`config.mk`:
```
export PLATFORM = sky130hd
export DESIGN_NAME = dram_uart_transmitter
export DESIGN_NICKNAME = d
export VERILOG_FILES = /design/src/rtl/dram_uart_transmitter_pkg.sv /design/src/rtl/dram_uart_transmitter_serializer.sv /design/src/rtl/dram_uart_transmitter.sv
export SDC_FILE = /design/constraint.sdc
export NUM_CORES = 1
export LEC_CHECK = 0
export ABC_CLOCK_PERIOD_IN_PS = 3300
export CORE_ASPECT_RATIO = 1.75
export CORE_MARGIN = 5
export CORE_UTILIZATION = 45
export CTS_CLUSTER_DIAMETER = 150
export DETAILED_ROUTE_END_ITERATION = 7
export HOLD_SLACK_MARGIN = 0.1
export SYNTH_ARGS = -nofsm -noshare
export SYNTH_HDL_FRONTEND = slang
export SYNTH_SLANG_ARGS = --single-unit
```
`constraint.sdc`:
```
create_clock -name i_clk -period 3.3 [get_ports i_clk]
set_clock_uncertainty 0.2 [all_clocks]
set_input_delay 0.66 -clock i_clk [delete_from_list [all_inputs] [get_ports i_clk]]
set_output_delay 0.66 -clock i_clk [all_outputs]
set_load 0.05 [all_outputs]
```
`src/rtl/dram_uart_transmitter_pkg.sv`:
```
// Shared definitions for the DRAM-to-UART transmitter: 8N1 frame constants
// and the state encodings of the controller and the serializer.
package dram_uart_transmitter_pkg;

  localparam int   DEFAULT_CLKS_PER_BIT = 434;   // 50 MHz / 115200
  localparam int   FRAME_DATA_BITS      = 8;
  localparam logic TX_IDLE_LEVEL        = 1'b1;
  localparam logic START_BIT_LEVEL      = 1'b0;
  localparam logic STOP_BIT_LEVEL       = 1'b1;

  // Controller: IDLE waits for the start edge, FETCH waits out the DRAM read
  // latency, SEND waits for the serializer to finish the frame, DONE pulses.
  typedef enum logic [1:0] {
    CTL_IDLE,
    CTL_FETCH,
    CTL_SEND,
    CTL_DONE
  } ctl_state_t;

  // Serializer: IDLE (ready), START bit, DATA bits LSB first, STOP bit.
  typedef enum logic [1:0] {
    SER_IDLE,
    SER_START,
    SER_DATA,
    SER_STOP
  } ser_state_t;

endpackage

```
`src/rtl/dram_uart_transmitter_serializer.sv`:
```
// 8N1 UART serializer. A byte is accepted on valid while ready; ready returns
// the cycle after the stop bit ends. Tx is registered and idles high.
module dram_uart_transmitter_serializer
  import dram_uart_transmitter_pkg::*;
#(
  parameter int CLKS_PER_BIT = DEFAULT_CLKS_PER_BIT
) (
  input  logic       i_clk,
  input  logic       i_reset,
  input  logic [7:0] i_data,
  input  logic       i_valid,
  output logic       o_ready,
  output logic       o_tx
);

  localparam int                BAUD_W    = (CLKS_PER_BIT > 1) ? $clog2(CLKS_PER_BIT) : 1;
  localparam logic [BAUD_W-1:0] BAUD_LAST = BAUD_W'(CLKS_PER_BIT - 1);
  localparam logic [2:0]        BIT_LAST  = 3'(FRAME_DATA_BITS - 1);

  ser_state_t        r_state, w_state_nxt;
  logic [BAUD_W-1:0] r_baud, w_baud_nxt;
  logic [2:0]        r_bit, w_bit_nxt;
  logic [7:0]        r_shreg, w_shreg_nxt;
  logic              r_tx, w_tx_nxt;
  logic              w_baud_end;

  assign w_baud_end = (r_baud == BAUD_LAST);
  assign o_ready    = (r_state == SER_IDLE);
  assign o_tx       = r_tx;

  // Next state, shift register, bit/baud counters and the Tx level of the next state.
  always_comb begin
    w_state_nxt = r_state;
    w_shreg_nxt = r_shreg;
    w_bit_nxt   = r_bit;
    case (r_state)
      SER_IDLE: begin
        if (i_valid) begin
          w_state_nxt = SER_START;
          w_shreg_nxt = i_data;
        end
      end
      SER_START: begin
        if (w_baud_end) begin
          w_state_nxt = SER_DATA;
          w_bit_nxt   = '0;
        end
      end
      SER_DATA: begin
        if (w_baud_end) begin
          if (r_bit == BIT_LAST) begin
            w_state_nxt = SER_STOP;
          end else begin
            w_bit_nxt   = r_bit + 3'd1;
            w_shreg_nxt = {1'b0, r_shreg[7:1]};
          end
        end
      end
      SER_STOP: begin
        if (w_baud_end) w_state_nxt = SER_IDLE;
      end
      default: w_state_nxt = SER_IDLE;
    endcase

    // Baud counter restarts on every state change and at each bit boundary.
    if ((w_state_nxt != r_state) || (r_state == SER_IDLE) || w_baud_end) begin
      w_baud_nxt = '0;
    end else begin
      w_baud_nxt = r_baud + BAUD_W'(1);
    end

    case (w_state_nxt)
      SER_START: w_tx_nxt = START_BIT_LEVEL;
      SER_DATA:  w_tx_nxt = w_shreg_nxt[0];
      SER_STOP:  w_tx_nxt = STOP_BIT_LEVEL;
      default:   w_tx_nxt = TX_IDLE_LEVEL;
    endcase
  end

  // Serializer state register; reset forces the line idle immediately.
  always_ff @(posedge i_clk) begin
    if (i_reset) begin
      r_state <= SER_IDLE;
      r_baud  <= '0;
      r_bit   <= '0;
      r_shreg <= '0;
      r_tx    <= TX_IDLE_LEVEL;
    end else begin
      r_state <= w_state_nxt;
      r_baud  <= w_baud_nxt;
      r_bit   <= w_bit_nxt;
      r_shreg <= w_shreg_nxt;
      r_tx    <= w_tx_nxt;
    end
  end

endmodule

```
`src/rtl/dram_uart_transmitter.sv`:
```
// Streams NUM_BYTES DRAM bytes starting at START_ADDR out of the UART Tx pin
// after a rising edge on i_start_tx. Owns start-edge detect, DRAM addressing,
// the byte counter and the busy/done handshake; framing is in the serializer.
//
// The address of the next byte is advanced when the current byte is handed to
// the serializer, so its read data is long valid when the frame ends. The cycle
// in which the serializer reports ready again counts as the first fetch cycle,
// which keeps every byte at 10*CLKS_PER_BIT + READ_LAT + 1 clocks.
module dram_uart_transmitter
  import dram_uart_transmitter_pkg::*;
#(
  parameter int          CLKS_PER_BIT = DEFAULT_CLKS_PER_BIT,
  parameter logic [15:0] START_ADDR   = 16'h0000,
  parameter int          NUM_BYTES    = 256,
  parameter int          READ_LAT     = 2
) (
  input  logic        i_clk,
  input  logic        i_reset,
  input  logic        i_start_tx,
  output logic [15:0] o_dram_address,
  input  logic [7:0]  i_dram_read_data,
  output logic        o_tx,
  output logic        o_tx_busy,
  output logic        o_tx_done
);

  localparam logic [15:0] BYTE_CNT_INIT = 16'(NUM_BYTES - 1);
  localparam logic [7:0]  LAT_LAST      = 8'(READ_LAT);
  localparam logic [7:0]  LAT_RESUME    = (READ_LAT > 0) ? 8'd1 : 8'd0;

  ctl_state_t  r_state, w_state_nxt;
  logic        r_start_q;
  logic [15:0] r_addr;
  logic [15:0] r_byte_cnt;
  logic [7:0]  r_lat_cnt;
  logic        w_start_edge;
  logic        w_lat_done;
  logic        w_last_byte;
  logic        w_ser_valid;
  logic        w_ser_ready;

  assign w_start_edge   = i_start_tx & ~r_start_q;
  assign w_lat_done     = (r_lat_cnt == LAT_LAST);
  assign w_last_byte    = (r_byte_cnt == 16'd0);
  assign o_dram_address = r_addr;
  assign o_tx_busy      = (r_state == CTL_FETCH) || (r_state == CTL_SEND);
  assign o_tx_done      = (r_state == CTL_DONE);

  // Controller next state and the serializer load strobe.
  always_comb begin
    w_state_nxt = r_state;
    w_ser_valid = 1'b0;
    case (r_state)
      CTL_IDLE: begin
        if (w_start_edge) w_state_nxt = CTL_FETCH;
      end
      CTL_FETCH: begin
        if (w_lat_done) begin
          w_ser_valid = 1'b1;
          if (w_ser_ready) w_state_nxt = CTL_SEND;
        end
      end
      CTL_SEND: begin
        if (w_ser_ready) w_state_nxt = w_last_byte ? CTL_DONE : CTL_FETCH;
      end
      CTL_DONE: w_state_nxt = CTL_IDLE;
      default:  w_state_nxt = CTL_IDLE;
    endcase
  end

  // Controller state register and start-level history.
  always_ff @(posedge i_clk) begin
    if (i_reset) begin
      r_state   <= CTL_IDLE;
      r_start_q <= 1'b1;
    end else begin
      r_state   <= w_state_nxt;
      r_start_q <= i_start_tx;
    end
  end

  // Address, byte counter and read-latency counter.
  always_ff @(posedge i_clk) begin
    if (i_reset) begin
      r_addr     <= START_ADDR;
      r_byte_cnt <= '0;
      r_lat_cnt  <= '0;
    end else begin
      case (r_state)
        CTL_IDLE: begin
          if (w_start_edge) begin
            r_addr     <= START_ADDR;
            r_byte_cnt <= BYTE_CNT_INIT;
            r_lat_cnt  <= '0;
          end
        end
        CTL_FETCH: begin
          if (!w_lat_done) begin
            r_lat_cnt <= r_lat_cnt + 8'd1;
          end else if (w_ser_ready && !w_last_byte) begin
            r_addr <= r_addr + 16'd1;
          end
        end
        CTL_SEND: begin
          if (w_ser_ready && !w_last_byte) begin
            r_byte_cnt <= r_byte_cnt - 16'd1;
            r_lat_cnt  <= LAT_RESUME;
          end
        end
        default: ;
      endcase
    end
  end

  dram_uart_transmitter_serializer #(
    .CLKS_PER_BIT(CLKS_PER_BIT)
  ) u_serializer (
    .i_clk   (i_clk),
    .i_reset (i_reset),
    .i_data  (i_dram_read_data),
    .i_valid (w_ser_valid),
    .o_ready (w_ser_ready),
    .o_tx    (o_tx)
  );

endmodule

```
==> results of run 1 <==
Yosys cell counts, types with 4 or more instances:
master | instances | area share
or3_1 | 10 | 0.018
nand4_1 | 4 | 0.0073
inv_1 | 20 | 0.022
ha_1 | 14 | 0.051
dfxtp_1 | 66 | 0.39
xor2_1 | 7 | 0.018
nor2_1 | 55 | 0.061
o21ai_0 | 7 | 0.010
a22oi_1 | 6 | 0.013
nor3_1 | 10 | 0.015
or2_2 | 5 | 0.0092
o32ai_1 | 4 | 0.010
clkbuf_1 | 11 | 0.012
xnor2_1 | 21 | 0.054
nand3_1 | 17 | 0.025
nand2b_1 | 4 | 0.0073
nand2_1 | 32 | 0.035
a211oi_1 | 7 | 0.015
a21oi_1 | 26 | 0.038
a311oi_1 | 4 | 0.010
cells by family after synthesis:
kind of cell    Yosys count
buf+inv                  36
fa+ha+maj                14
simple gates            164
xor+xnor                 28
compound gates           85
flops                    66
mux                       2
worst max path at each step:
stage / startpoint / to / slack, ps / depth (start not counted)
4_1_cts: r_state[1] / o_tx_busy / 360 / 3
2_1_floorplan: o_dram_address[4] / o_dram_address[13] / 920 / 5
5_1_grt: r_state[1] / o_tx_busy / 300 / 3
3_3_place_gp: i_start_tx / r_lat_cnt[7] / 360 / 6
3_5_place_dp: i_start_tx / r_lat_cnt[7] / 300 / 6
6_report: r_state[1] / o_tx_busy / 390 / 3
worst max-delay path, delay by kind of cell (launching register included):
kind / cells / cell delay (ps)
buffers and inverters: 2 / 940
DFF: 1 / 410
adders and majority gates: 1 / 380
registers in the layout (all words and copies together) (netlist names):
| register | count |
|---|---|
| u_serializer.r_bit | 3 |
| u_serializer.o_tx | 1 |
| r_start_q | 1 |
| o_dram_address | 16 |
| r_state | 2 |
| u_serializer.r_shreg | 8 |
| u_serializer.r_baud | 9 |
| r_byte_cnt | 16 |
| r_lat_cnt | 8 |
| u_serializer.r_state | 2 |
layout by cell type (no fill, tap or decap), drive strengths merged, types with 3 or more instances in the layout:
cell type	netlist	routed
or3	11	11
dfxtp	66	66
and3	3	3
a22oi	6	6
nor3b	3	3
xnor2	21	21
nand2b	5	5
nand4	5	5
clkbuf	11	12
a211o	3	3
o21ai	9	9
nand3b	3	3
nor3	10	10
xor2	7	7
a21oi	28	28
nand3	17	17
o32ai	4	4
a21boi	3	3
buf	5	9
or2	6	6
clkdlybuf4s50	0	29
o21a	3	3
nor2	56	56
inv	20	20
nand2	32	32
ha	14	14
a311oi	4	4
a211oi	10	10
o211ai	4	4
nor4	3	3
layout make-up:
type                            count  area, um^2  area share
Inverter                           20        75.1      0.0184
Sequential cell                    66        1320       0.323
Multi-Input combinational cell    293        1940       0.474
Clock inverter                      3        40.0     0.00979
Timing Repair Buffer               38         358      0.0875
Clock buffer                       12         246      0.0603
Tap cell                           88         110      0.0269
power breakdown:
group          switching, W  internal, W  total, W
logic              0.000381     0.000204  0.000586
clock network      0.000321     0.000598  0.000919
registers         0.0000371     0.000833  0.000870
total              0.000740      0.00164   0.00237
routing by layer:
| layer | vias up | global-route usage | wire length (um) |
|---|---|---|---|
| met5 | - | 0 | 0 |
| met4 | 0 | 0.0608 | 116 |
| met3 | 10 | 0.0458 | 182 |
| met2 | 19 | 0.285 | 3930 |
| met1 | 1317 | 0.200 | 3140 |
| li1 | 1460 | - | - |
stage by stage:
stage | total power, W | hold WS, ps
finish | 0.00237 | 251
detailed placement | 0.00147 | 245
floorplan | 0.00133 | 232
global placement | 0.00147 | 242
CTS | 0.00240 | 253
global route | 0.00250 | 266
==> impl_metrics.xml, run 1 <==
<?xml version="1.0" encoding="UTF-8"?>
<metrics>
  <group name="clock_network">
    <metric name="path_clk_slew" unit="ps">50</metric>
    <metric name="post_cts.repair.setup_buffers" unit="">0</metric>
    <metric name="hold_buf_cts" unit="">0</metric>
    <metric name="cts-root-buf" unit="">clkbuf_16</metric>
    <metric name="cts-resized-gates" unit="">0</metric>
    <metric name="tritoncts_num_sinks" unit="">66</metric>
    <metric name="ctsLongestPathBuffers" unit="">2</metric>
    <metric name="cts_tree" unit="">yes</metric>
    <metric name="clk_latency" unit="ps">330</metric>
    <metric name="cts_inserted_buffers" unit="">9</metric>
    <metric name="ctsHtreeMaxLevel" unit="">3</metric>
  </group>
  <group name="floorplanning">
    <metric name="num_io_pins" unit="">30</metric>
    <metric name="initial_core_utilization" unit="">0.457</metric>
    <metric name="die_height" unit="um">125</metric>
    <metric name="dieArea" unit="um^2">9490</metric>
    <metric name="placeableCoreArea" unit="um^2">7460</metric>
    <metric name="fp-row-count" unit="">42</metric>
    <metric name="die_w" unit="um">75.8</metric>
  </group>
  <group name="hold_path">
    <metric name="worst_hold_path.endpoint" unit="">u_serializer.r_shreg[3]</metric>
    <metric name="worst_hold_startpoint" unit="">u_serializer.r_shreg[3]</metric>
    <metric name="min_delay_path_depth" unit="">2</metric>
    <metric name="min_path_type" unit="">reg -&gt; reg</metric>
  </group>
  <group name="place">
    <metric name="hpwl" unit="mm">5.43</metric>
    <metric name="port-buffer-count" unit="">29</metric>
    <metric name="gpl.final_weighted_congestion" unit="">0.829</metric>
    <metric name="placement.setup.worst_slack" unit="ps">297</metric>
    <metric name="numPlacedInstances" unit="">505</metric>
    <metric name="postPlaceCellArea" unit="um^2">3800</metric>
  </group>
  <group name="synth">
    <metric name="synth.net_count" unit="">420</metric>
    <metric name="combinational_family_with_the_most_area_after_synthesis" unit="">simple AND/OR/NAND/NOR gates</metric>
    <metric name="synth_compound_area_frac" unit="">0.193</metric>
    <metric name="synth.area.mux_share" unit="">0.00587</metric>
    <metric name="mappedNetlistArea" unit="um^2">3410</metric>
    <metric name="syn-mean-instance-area" unit="um^2">8.64</metric>
    <metric name="synth.lib_cells_used.distinct" unit="">60</metric>
    <metric name="yosys_warnings" unit="">0</metric>
    <metric name="synth-edff-count" unit="">0</metric>
    <metric name="synth-seq-cells" unit="">66</metric>
    <metric name="yosysSeqAreaShare" unit="">0.387</metric>
    <metric name="syn-instance-count" unit="">395</metric>
    <metric name="post_synth_and_or_nand_nor_area_fraction" unit="">0.246</metric>
    <metric name="post_synth_xor_area_fraction" unit="">0.0719</metric>
    <metric name="top_reg_cell_synth" unit="">dfxtp_1</metric>
    <metric name="synth_async_sr_flop_share" unit="">0</metric>
    <metric name="yosys.area_share.adder" unit="">0.0513</metric>
  </group>
  <group name="setup_path">
    <metric name="timing.critical_path.to_type" unit="">output pin</metric>
    <metric name="rrSetupSlack" unit="ps">570</metric>
    <metric name="critPathRequiredTime" unit="ps">2440</metric>
    <metric name="r2r.worst_path.cells" unit="">10</metric>
    <metric name="timing.setup.critical_path_class" unit="">reg -&gt; out</metric>
    <metric name="slowest_stage" unit="">clkdlybuf4s50_1</metric>
    <metric name="r2r-start" unit="">r_byte_cnt[0]</metric>
    <metric name="cp-start-kind" unit="">flip-flop</metric>
    <metric name="critical_path.max_fanout" unit="">6</metric>
    <metric name="timing.critical_path.cells" unit="">inv_1, ha_1, clkdlybuf4s50_1</metric>
    <metric name="critical_path.max_stage_delay" unit="ps">830</metric>
    <metric name="timing.critical_path.arrival" unit="ps">2050</metric>
    <metric name="endpoint_of_the_worst_register_to_register_path" unit="">r_lat_cnt[7]</metric>
  </group>
  <group name="routing">
    <metric name="number_of_vias_per_cell_after_detailed_routing" unit="">5.40</metric>
    <metric name="total_number_of_vias" unit="">2806</metric>
    <metric name="remaining_antenna_violation_count" unit="">0</metric>
    <metric name="routedWlPerCell" unit="um">14.2</metric>
    <metric name="drtPass1Iterations" unit="">4</metric>
    <metric name="postRouteWirelength" unit="mm">7.37</metric>
    <metric name="drc" unit="">0</metric>
    <metric name="drt-initial-drc-count" unit="">187</metric>
  </group>
  <group name="cells_and_area">
    <metric name="final_cell_area" unit="um^2">4090</metric>
    <metric name="antenna_cells" unit="">0</metric>
    <metric name="layout.nets" unit="">453</metric>
    <metric name="layout.core_utilization" unit="">0.548</metric>
    <metric name="areaGrowthSynthToFinish" unit="%">19.8</metric>
    <metric name="fillers" unit="">716</metric>
    <metric name="share_of_post_route_cells_with_drive_strength_above_1" unit="">0.104</metric>
    <metric name="stdcell_count" unit="">520</metric>
  </group>
  <group name="global_routing">
    <metric name="pin_count_of_the_biggest_net_entering_global_routing" unit="">26</metric>
    <metric name="antenna_found_initial" unit="">0</metric>
    <metric name="first_pass_grt_wire_length" unit="mm">12.7</metric>
    <metric name="grtUsageTotal" unit="">0.169</metric>
    <metric name="grt.overflow.total" unit="">0</metric>
    <metric name="first_global_vias" unit="">2784</metric>
  </group>
  <group name="pwr">
    <metric name="leakage_power" unit="nW">1.37</metric>
    <metric name="vdd.ir_drop.worst" unit="mV">0.313</metric>
    <metric name="power-per-cell-area" unit="nW/um^2">581</metric>
  </group>
  <group name="timing">
    <metric name="worst_slew_margin" unit="">0.621</metric>
    <metric name="fmaxAchievable" unit="GHz">0.344</metric>
    <metric name="timing.final.max_slew_violations" unit="">0</metric>
    <metric name="final_min_period_over_clock_period" unit="">0.881</metric>
    <metric name="period_minus_slack" unit="ps">2910</metric>
    <metric name="final.setup.worst_slack" unit="ps">391</metric>
    <metric name="setup_tns" unit="ps">0</metric>
    <metric name="report.final.setup_viol" unit="">0</metric>
    <metric name="worstMarginPinSlew" unit="ps">568</metric>
    <metric name="finalHoldViolCount" unit="">0</metric>
    <metric name="grt_setup_unrepaired" unit="">no</metric>
  </group>
  <group name="job">
    <metric name="drv.max_cap_violation_count" unit="">0</metric>
  </group>
  <group name="run_status">
    <metric name="status" unit="">completed</metric>
  </group>
</metrics>
Power figures use the tool's default switching activity.
==> run 2, diff against run 1 <==
- SYNTH_HIERARCHICAL: not set -> 1
==> run 2 against run 1 <==
  * Clock-buffer cell count fell by 3
  * Power rose by 12%
  * Non-clock buffer count rose by 1
  * Clock power rose by 9.9%
  * Critical path type unchanged
==> impl_metrics.xml, run 2 <==
<?xml version="1.0" encoding="UTF-8"?>
<metrics>
  <group name="run_status">
    <metric name="status" unit="">completed</metric>
  </group>
  <group name="routing">
    <metric name="postRouteWirelength" unit="mm">7.84</metric>
    <metric name="number_of_vias_per_cell_after_detailed_routing" unit="">5.95</metric>
    <metric name="remaining_antenna_violation_count" unit="">0</metric>
    <metric name="drtPass1Iterations" unit="">4</metric>
    <metric name="total_number_of_vias" unit="">3181</metric>
    <metric name="routedWlPerCell" unit="um">14.7</metric>
    <metric name="drt-initial-drc-count" unit="">131</metric>
    <metric name="drc" unit="">0</metric>
  </group>
  <group name="synth">
    <metric name="synth.net_count" unit="">436</metric>
    <metric name="yosysTopAreaCellShare" unit="">0.374</metric>
    <metric name="yosysSeqAreaShare" unit="">0.374</metric>
    <metric name="synth.lib_cells_used.distinct" unit="">61</metric>
    <metric name="syn-mean-instance-area" unit="um^2">8.59</metric>
    <metric name="synth-edff-count" unit="">0</metric>
    <metric name="synth_area_leaders" unit="">dfxtp_1 (37%), a21oi_1 (5.4%), ha_1 (5.0%)</metric>
    <metric name="synth_most_common_cell" unit="">dfxtp_1</metric>
    <metric name="synth.largest_area_cell" unit="">dfxtp_1</metric>
    <metric name="top_reg_cell_synth" unit="">dfxtp_1</metric>
    <metric name="synth-seq-cells" unit="">66</metric>
    <metric name="yosys_warnings" unit="">6</metric>
    <metric name="syn-instance-count" unit="">411</metric>
    <metric name="synth.cells.most_frequent" unit="">dfxtp_1 (66), a21oi_1 (38), nand2_1 (29), nor2_1 (29), nand3_1 (20)</metric>
    <metric name="synth_async_sr_flop_share" unit="">0</metric>
    <metric name="mappedNetlistArea" unit="um^2">3530</metric>
  </group>
  <group name="hold_path">
    <metric name="min_path_type" unit="">reg -&gt; reg</metric>
    <metric name="worst_hold_path.endpoint" unit="">u_serializer/r_bit[1]</metric>
    <metric name="min_delay_path_depth" unit="">2</metric>
    <metric name="worst_hold_startpoint" unit="">u_serializer/r_bit[1]</metric>
  </group>
  <group name="cells_and_area">
    <metric name="layout.nets" unit="">467</metric>
    <metric name="final_cell_area" unit="um^2">4210</metric>
    <metric name="areaGrowthSynthToFinish" unit="%">19.1</metric>
    <metric name="antenna_cells" unit="">0</metric>
    <metric name="share_of_post_route_cells_with_drive_strength_above_1" unit="">0.107</metric>
    <metric name="fillers" unit="">723</metric>
    <metric name="multi_input_area" unit="um^2">2030</metric>
    <metric name="seqCellArea" unit="um^2">1320</metric>
    <metric name="most-common-layout-cells" unit="">dfxtp_1 (66), a21oi_1 (38), nor2_1 (29), nand2_1 (29), clkdlybuf4s50_1 (29)</metric>
    <metric name="commonest_non_fill_non_tap_cell_in_the_layout" unit="">dfxtp_1</metric>
  </group>
  <group name="clock_network">
    <metric name="cts-resized-gates" unit="">0</metric>
    <metric name="ctsLongestPathBuffers" unit="">2</metric>
    <metric name="cts-root-buf" unit="">clkbuf_16</metric>
    <metric name="tritoncts_num_sinks" unit="">66</metric>
    <metric name="cts_inserted_buffers" unit="">9</metric>
    <metric name="post_cts.repair.setup_buffers" unit="">0</metric>
    <metric name="cts_tree" unit="">yes</metric>
    <metric name="hold_buf_cts" unit="">0</metric>
    <metric name="clk_latency" unit="ps">330</metric>
    <metric name="ctsHtreeMaxLevel" unit="">3</metric>
    <metric name="path_clk_slew" unit="ps">50</metric>
  </group>
  <group name="timing">
    <metric name="final.setup.worst_slack" unit="ps">399</metric>
    <metric name="report.final.setup_viol" unit="">0</metric>
    <metric name="fmaxAchievable" unit="GHz">0.345</metric>
    <metric name="setup_tns" unit="ps">0</metric>
    <metric name="final_min_period_over_clock_period" unit="">0.879</metric>
    <metric name="worst_slew_margin" unit="">0.472</metric>
    <metric name="grt_setup_unrepaired" unit="">no</metric>
    <metric name="period_minus_slack" unit="ps">2900</metric>
    <metric name="worstMarginPinSlew" unit="ps">789</metric>
    <metric name="timing.final.max_slew_violations" unit="">0</metric>
    <metric name="fin_hold_ws" unit="ps">257</metric>
    <metric name="finalHoldViolCount" unit="">0</metric>
  </group>
  <group name="place">
    <metric name="gpl.final_weighted_congestion" unit="">0.834</metric>
    <metric name="port-buffer-count" unit="">29</metric>
    <metric name="placement.setup.worst_slack" unit="ps">335</metric>
    <metric name="hpwl" unit="mm">5.69</metric>
    <metric name="postPlaceCellArea" unit="um^2">3890</metric>
  </group>
  <group name="setup_path">
    <metric name="rrSetupSlack" unit="ps">530</metric>
    <metric name="cp-start-kind" unit="">flip-flop</metric>
    <metric name="timing.critical_path.arrival" unit="ps">2040</metric>
    <metric name="critical_path.max_stage_delay" unit="ps">820</metric>
    <metric name="timing.critical_path.cells" unit="">inv_1, ha_1, clkdlybuf4s50_1</metric>
    <metric name="critical_path.max_fanout" unit="">6</metric>
    <metric name="timing.critical_path.to_type" unit="">output pin</metric>
    <metric name="endpoint_of_the_worst_register_to_register_path" unit="">o_dram_address[13]</metric>
    <metric name="timing.setup.critical_path_class" unit="">reg -&gt; out</metric>
    <metric name="r2r-start" unit="">r_byte_cnt[0]</metric>
    <metric name="r2r.worst_path.cells" unit="">8</metric>
    <metric name="slowest_stage" unit="">clkdlybuf4s50_1</metric>
    <metric name="critPathRequiredTime" unit="ps">2440</metric>
  </group>
  <group name="pwr">
    <metric name="vdd.ir_drop.worst" unit="mV">0.322</metric>
    <metric name="report.power.total" unit="W">0.00267</metric>
    <metric name="power-per-cell-area" unit="nW/um^2">634</metric>
    <metric name="leakage_power" unit="nW">1.53</metric>
  </group>
  <group name="global_routing">
    <metric name="antenna_found_initial" unit="">0</metric>
    <metric name="first_pass_grt_wire_length" unit="mm">13.9</metric>
    <metric name="top_usage_layer" unit="">met2</metric>
    <metric name="grt.met2_usage" unit="">0.290</metric>
    <metric name="grt.overflow.total" unit="">0</metric>
    <metric name="met1_use_gr" unit="">0.194</metric>
    <metric name="grtUsageTotal" unit="">0.171</metric>
    <metric name="groute.layer.met3.usage" unit="">0.0458</metric>
    <metric name="pin_count_of_the_biggest_net_entering_global_routing" unit="">21</metric>
    <metric name="first_global_vias" unit="">3121</metric>
  </group>
  <group name="floorplanning">
    <metric name="die_w" unit="um">77.0</metric>
    <metric name="num_io_pins" unit="">30</metric>
    <metric name="dieArea" unit="um^2">9790</metric>
    <metric name="die_height" unit="um">127</metric>
    <metric name="fp-row-count" unit="">42</metric>
    <metric name="initial_core_utilization" unit="">0.463</metric>
    <metric name="placeableCoreArea" unit="um^2">7620</metric>
  </group>
  <group name="job">
    <metric name="drv.max_cap_violation_count" unit="">0</metric>
  </group>
</metrics>
## run 2: cell types whose count changed after synthesis, sizes merged, moves of 7 or more
cell and change:
nor2 -20, xnor2 -15, or4 +12, and3 +11
a21oi +10, o21ai +9, o31ai +8, a211oi -7
buf +7, nand4 +7
## run 2: cell type report
cell class	instances	area share
well taps	88	0.0262
clock inverters	7	0.0223
multi-input cells	311	0.484
flip-flops and latches	66	0.314
inverters	15	0.0134
clock buffers	9	0.0535
repair buffers	39	0.0869
## run 2: per-stage QoR
stage	instances	utilization
final	535	0.552
after global routing	535	0.552
after CTS	535	0.552
after detailed placement	519	0.510
after global placement	519	0.510
after floorplan	411	-
## run 2: cell families after synthesis
group                      count (synthesis)  synth area share
DFF                                       66             0.374
AOI/OAI and AO/OA                        103             0.190
buffers and inverters                     34            0.0496
adders and majority gates                 14            0.0496
muxes                                      3           0.00850
and+or+nand+nor                          178             0.296
xor gates and xnor gates                  13            0.0322
## run 2: worst max-delay path: cells and delay by family (launching register included)
| family | cells | cell delay (ps) |
|---|---|---|
| adder cells (fa/ha/maj) | 1 | 340 |
| buffers and inverters | 2 | 940 |
| flip-flops | 1 | 430 |
## run 2: worst max-delay path by stage
stage                                  from                  to  slack, ps
global route                  r_byte_cnt[0]  o_dram_address[13]        170
floorplan           u_serializer/r_state[0]        r_lat_cnt[7]        900
finish                           r_state[1]           o_tx_busy        400
global placement                 i_start_tx        r_lat_cnt[6]        360
detailed placement               i_start_tx        r_lat_cnt[6]        340
CTS                              r_state[1]           o_tx_busy        380
## run 2: routing by layer
layer | up-vias | wire length (um)
met2 | 54 | 3980
li1 | 1599 | -
met3 | 18 | 355
met5 | - | 0
met1 | 1510 | 3300
met4 | 0 | 209
## run 2: report_power, final
group          internal (W)  switching (W)  total, W
Combinational      0.000283       0.000476  0.000758
Clock              0.000658       0.000353   0.00101
Sequential         0.000840      0.0000578  0.000898
==> run 3, diff against run 2 <==
- CORE_ASPECT_RATIO: 1.75 -> not set
==> run 3 against run 2 <==
  * Worst setup slack worse by 4.0 ps
  * Register-to-register slack got worse by 80 ps
  * Global-route usage decreased by 0.79 points
  * Critical path type unchanged
  * Wire length down 1.2%
  * Non-clock buffer count decreased by 2
==> impl_metrics.xml, run 3 (synthesis results as in run 2) <==
<?xml version="1.0" encoding="UTF-8"?>
<metrics>
  <group name="run_status">
    <metric name="status" unit="">completed</metric>
  </group>
  <group name="setup_path">
    <metric name="timing.critical_path.arrival" unit="ps">2040</metric>
    <metric name="worstSetupStartpoint" unit="">r_state[0]</metric>
    <metric name="critical_path.top_delay_family" unit="">buffers and inverters</metric>
    <metric name="cp-start-kind" unit="">flip-flop</metric>
    <metric name="critPathRequiredTime" unit="ps">2440</metric>
    <metric name="cp.buffers_inverters" unit="">2</metric>
    <metric name="critical_path.max_stage_delay" unit="ps">820</metric>
    <metric name="slowest_stage" unit="">clkdlybuf4s50_1</metric>
    <metric name="timing.critical_path.to_type" unit="">output pin</metric>
    <metric name="r2r-start" unit="">r_byte_cnt[0]</metric>
    <metric name="timing.setup.critical_path_class" unit="">reg -&gt; out</metric>
    <metric name="timing.critical_path.cells" unit="">inv_1, ha_1, clkdlybuf4s50_1</metric>
    <metric name="critical_path.max_fanout" unit="">6</metric>
  </group>
  <group name="hold_path">
    <metric name="worst_hold_startpoint" unit="">u_serializer/r_bit[1]</metric>
    <metric name="min_path_type" unit="">reg -&gt; reg</metric>
  </group>
  <group name="timing">
    <metric name="worstMarginPinSlew" unit="ps">1040</metric>
    <metric name="timing.final.max_slew_violations" unit="">0</metric>
    <metric name="final_min_period_over_clock_period" unit="">0.880</metric>
    <metric name="grt_setup_unrepaired" unit="">no</metric>
    <metric name="period_minus_slack" unit="ps">2900</metric>
    <metric name="worst_slew_margin" unit="">0.309</metric>
    <metric name="report.final.setup_viol" unit="">0</metric>
    <metric name="finalHoldViolCount" unit="">0</metric>
    <metric name="setup_tns" unit="ps">0</metric>
    <metric name="fmaxAchievable" unit="GHz">0.344</metric>
  </group>
  <group name="place">
    <metric name="gpl.final_weighted_congestion" unit="">0.837</metric>
    <metric name="numPlacedInstances" unit="">531</metric>
    <metric name="hpwl" unit="mm">5.45</metric>
    <metric name="port-buffer-count" unit="">29</metric>
  </group>
  <group name="global_routing">
    <metric name="grtUsageTotal" unit="">0.163</metric>
    <metric name="grt.overflow.total" unit="">0</metric>
    <metric name="pin_count_of_the_biggest_net_entering_global_routing" unit="">26</metric>
    <metric name="first_global_vias" unit="">2768</metric>
    <metric name="first_pass_grt_wire_length" unit="mm">13.2</metric>
    <metric name="antenna_found_initial" unit="">0</metric>
  </group>
  <group name="clock_network">
    <metric name="ctsHtreeMaxLevel" unit="">3</metric>
    <metric name="hold_buf_cts" unit="">0</metric>
    <metric name="cts-resized-gates" unit="">0</metric>
    <metric name="ctsLongestPathBuffers" unit="">2</metric>
    <metric name="cts_inserted_buffers" unit="">9</metric>
    <metric name="path_clk_slew" unit="ps">70</metric>
    <metric name="tritoncts_num_sinks" unit="">66</metric>
    <metric name="post_cts.repair.setup_buffers" unit="">0</metric>
    <metric name="cts_tree" unit="">yes</metric>
    <metric name="cts-root-buf" unit="">clkbuf_8</metric>
    <metric name="clk_latency" unit="ps">350</metric>
  </group>
  <group name="routing">
    <metric name="routedWlPerCell" unit="um">14.2</metric>
    <metric name="met1_length" unit="mm">3.93</metric>
    <metric name="route.top_layer_used" unit="">met4</metric>
    <metric name="drc" unit="">0</metric>
    <metric name="wl_met3" unit="um">254</metric>
    <metric name="drt-initial-drc-count" unit="">63</metric>
    <metric name="number_of_vias_per_cell_after_detailed_routing" unit="">5.59</metric>
    <metric name="total_number_of_vias" unit="">3059</metric>
    <metric name="postRouteWirelength" unit="mm">7.75</metric>
    <metric name="dr_wl_met2" unit="mm">3.46</metric>
    <metric name="drtPass1Iterations" unit="">4</metric>
    <metric name="remaining_antenna_violation_count" unit="">0</metric>
  </group>
  <group name="cells_and_area">
    <metric name="share_of_post_route_cells_with_drive_strength_above_1" unit="">0.103</metric>
    <metric name="layout.nets" unit="">465</metric>
    <metric name="seqCellArea" unit="um^2">1320</metric>
    <metric name="antenna_cells" unit="">0</metric>
    <metric name="most-common-layout-cells" unit="">dfxtp_1 (66), a21oi_1 (38), nor2_1 (29), nand2_1 (29), clkdlybuf4s50_1 (29)</metric>
    <metric name="fillers" unit="">733</metric>
    <metric name="multi_input_area" unit="um^2">2030</metric>
    <metric name="commonest_non_fill_non_tap_cell_in_the_layout" unit="">dfxtp_1</metric>
    <metric name="areaGrowthSynthToFinish" unit="%">15.9</metric>
    <metric name="stdcell_count" unit="">547</metric>
  </group>
  <group name="floorplanning">
    <metric name="die_w" unit="um">98.6</metric>
    <metric name="die_height" unit="um">98.6</metric>
    <metric name="fp-row-count" unit="">32</metric>
    <metric name="placeableCoreArea" unit="um^2">7690</metric>
    <metric name="initial_core_utilization" unit="">0.459</metric>
    <metric name="dieArea" unit="um^2">9720</metric>
    <metric name="num_io_pins" unit="">30</metric>
  </group>
  <group name="pwr">
    <metric name="vdd.ir_drop.worst" unit="mV">0.375</metric>
    <metric name="power-per-cell-area" unit="nW/um^2">574</metric>
    <metric name="report.power.total" unit="W">0.00235</metric>
    <metric name="leakage_power" unit="nW">1.46</metric>
  </group>
  <group name="job">
    <metric name="drv.max_cap_violation_count" unit="">0</metric>
  </group>
</metrics>
## run 3: changes by cell type in the layout (fill, tap and decap cells not counted)
cell,delta
clkbuf_8,+10
clkbuf_16,-9
buf_4,-2
bufinv_16,-1
clkinv_2,-1
clkinvlp_4,+1
## run 3: final timing paths
path                                               to  slack [ps]  depth (start not counted)
worst max-delay path                        o_tx_busy         400                          3
worst min-delay path            u_serializer/r_bit[1]         260                          2
worst max register to register         r_byte_cnt[14]         450                          7
worst min register to register  u_serializer/r_bit[1]         260                          2
## run 3: report_power, final
group | internal, W | total (W) | leakage [nW] | switching (W)
clock | 0.000369 | 0.000704 | 0.0945 | 0.000335
combinational | 0.000277 | 0.000751 | 0.833 | 0.000474
sequential | 0.000838 | 0.000894 | 0.533 | 0.0000558
## run 3: worst min-delay path, stage by stage (launching register included)
cell and delay, ps:
dfxtp_1 320, nand2_1 50, a21oi_1 50
## run 3: layout make-up
class / instances / share of cell area
inverters: 15 / 0.0138
well taps: 102 / 0.0312
clock inverters: 6 / 0.0162
clock buffers: 10 / 0.0336
multi-input cells: 311 / 0.497
flip-flops and latches: 66 / 0.323
repair buffers: 37 / 0.0856
## run 3: stage by stage
stage          utilization  hold slack (ps)  instance area, um^2  setup slack [ps]
3_5_place_dp         0.506              252                 3890               273
3_3_place_gp         0.506              244                 3890               339
6_report             0.533              260                 4090               395
4_1_cts              0.533              264                 4090               368
2_1_floorplan            -              229                 3530               901
5_1_grt              0.533              278                 4090              64.3
## run 3: layer usage
metal | global-route usage | up-vias
met3 | 0.0333 | 9
li1 | - | 1587
met4 | 0.0662 | 0
met2 | 0.251 | 37
met5 | 0 | -
met1 | 0.224 | 1426
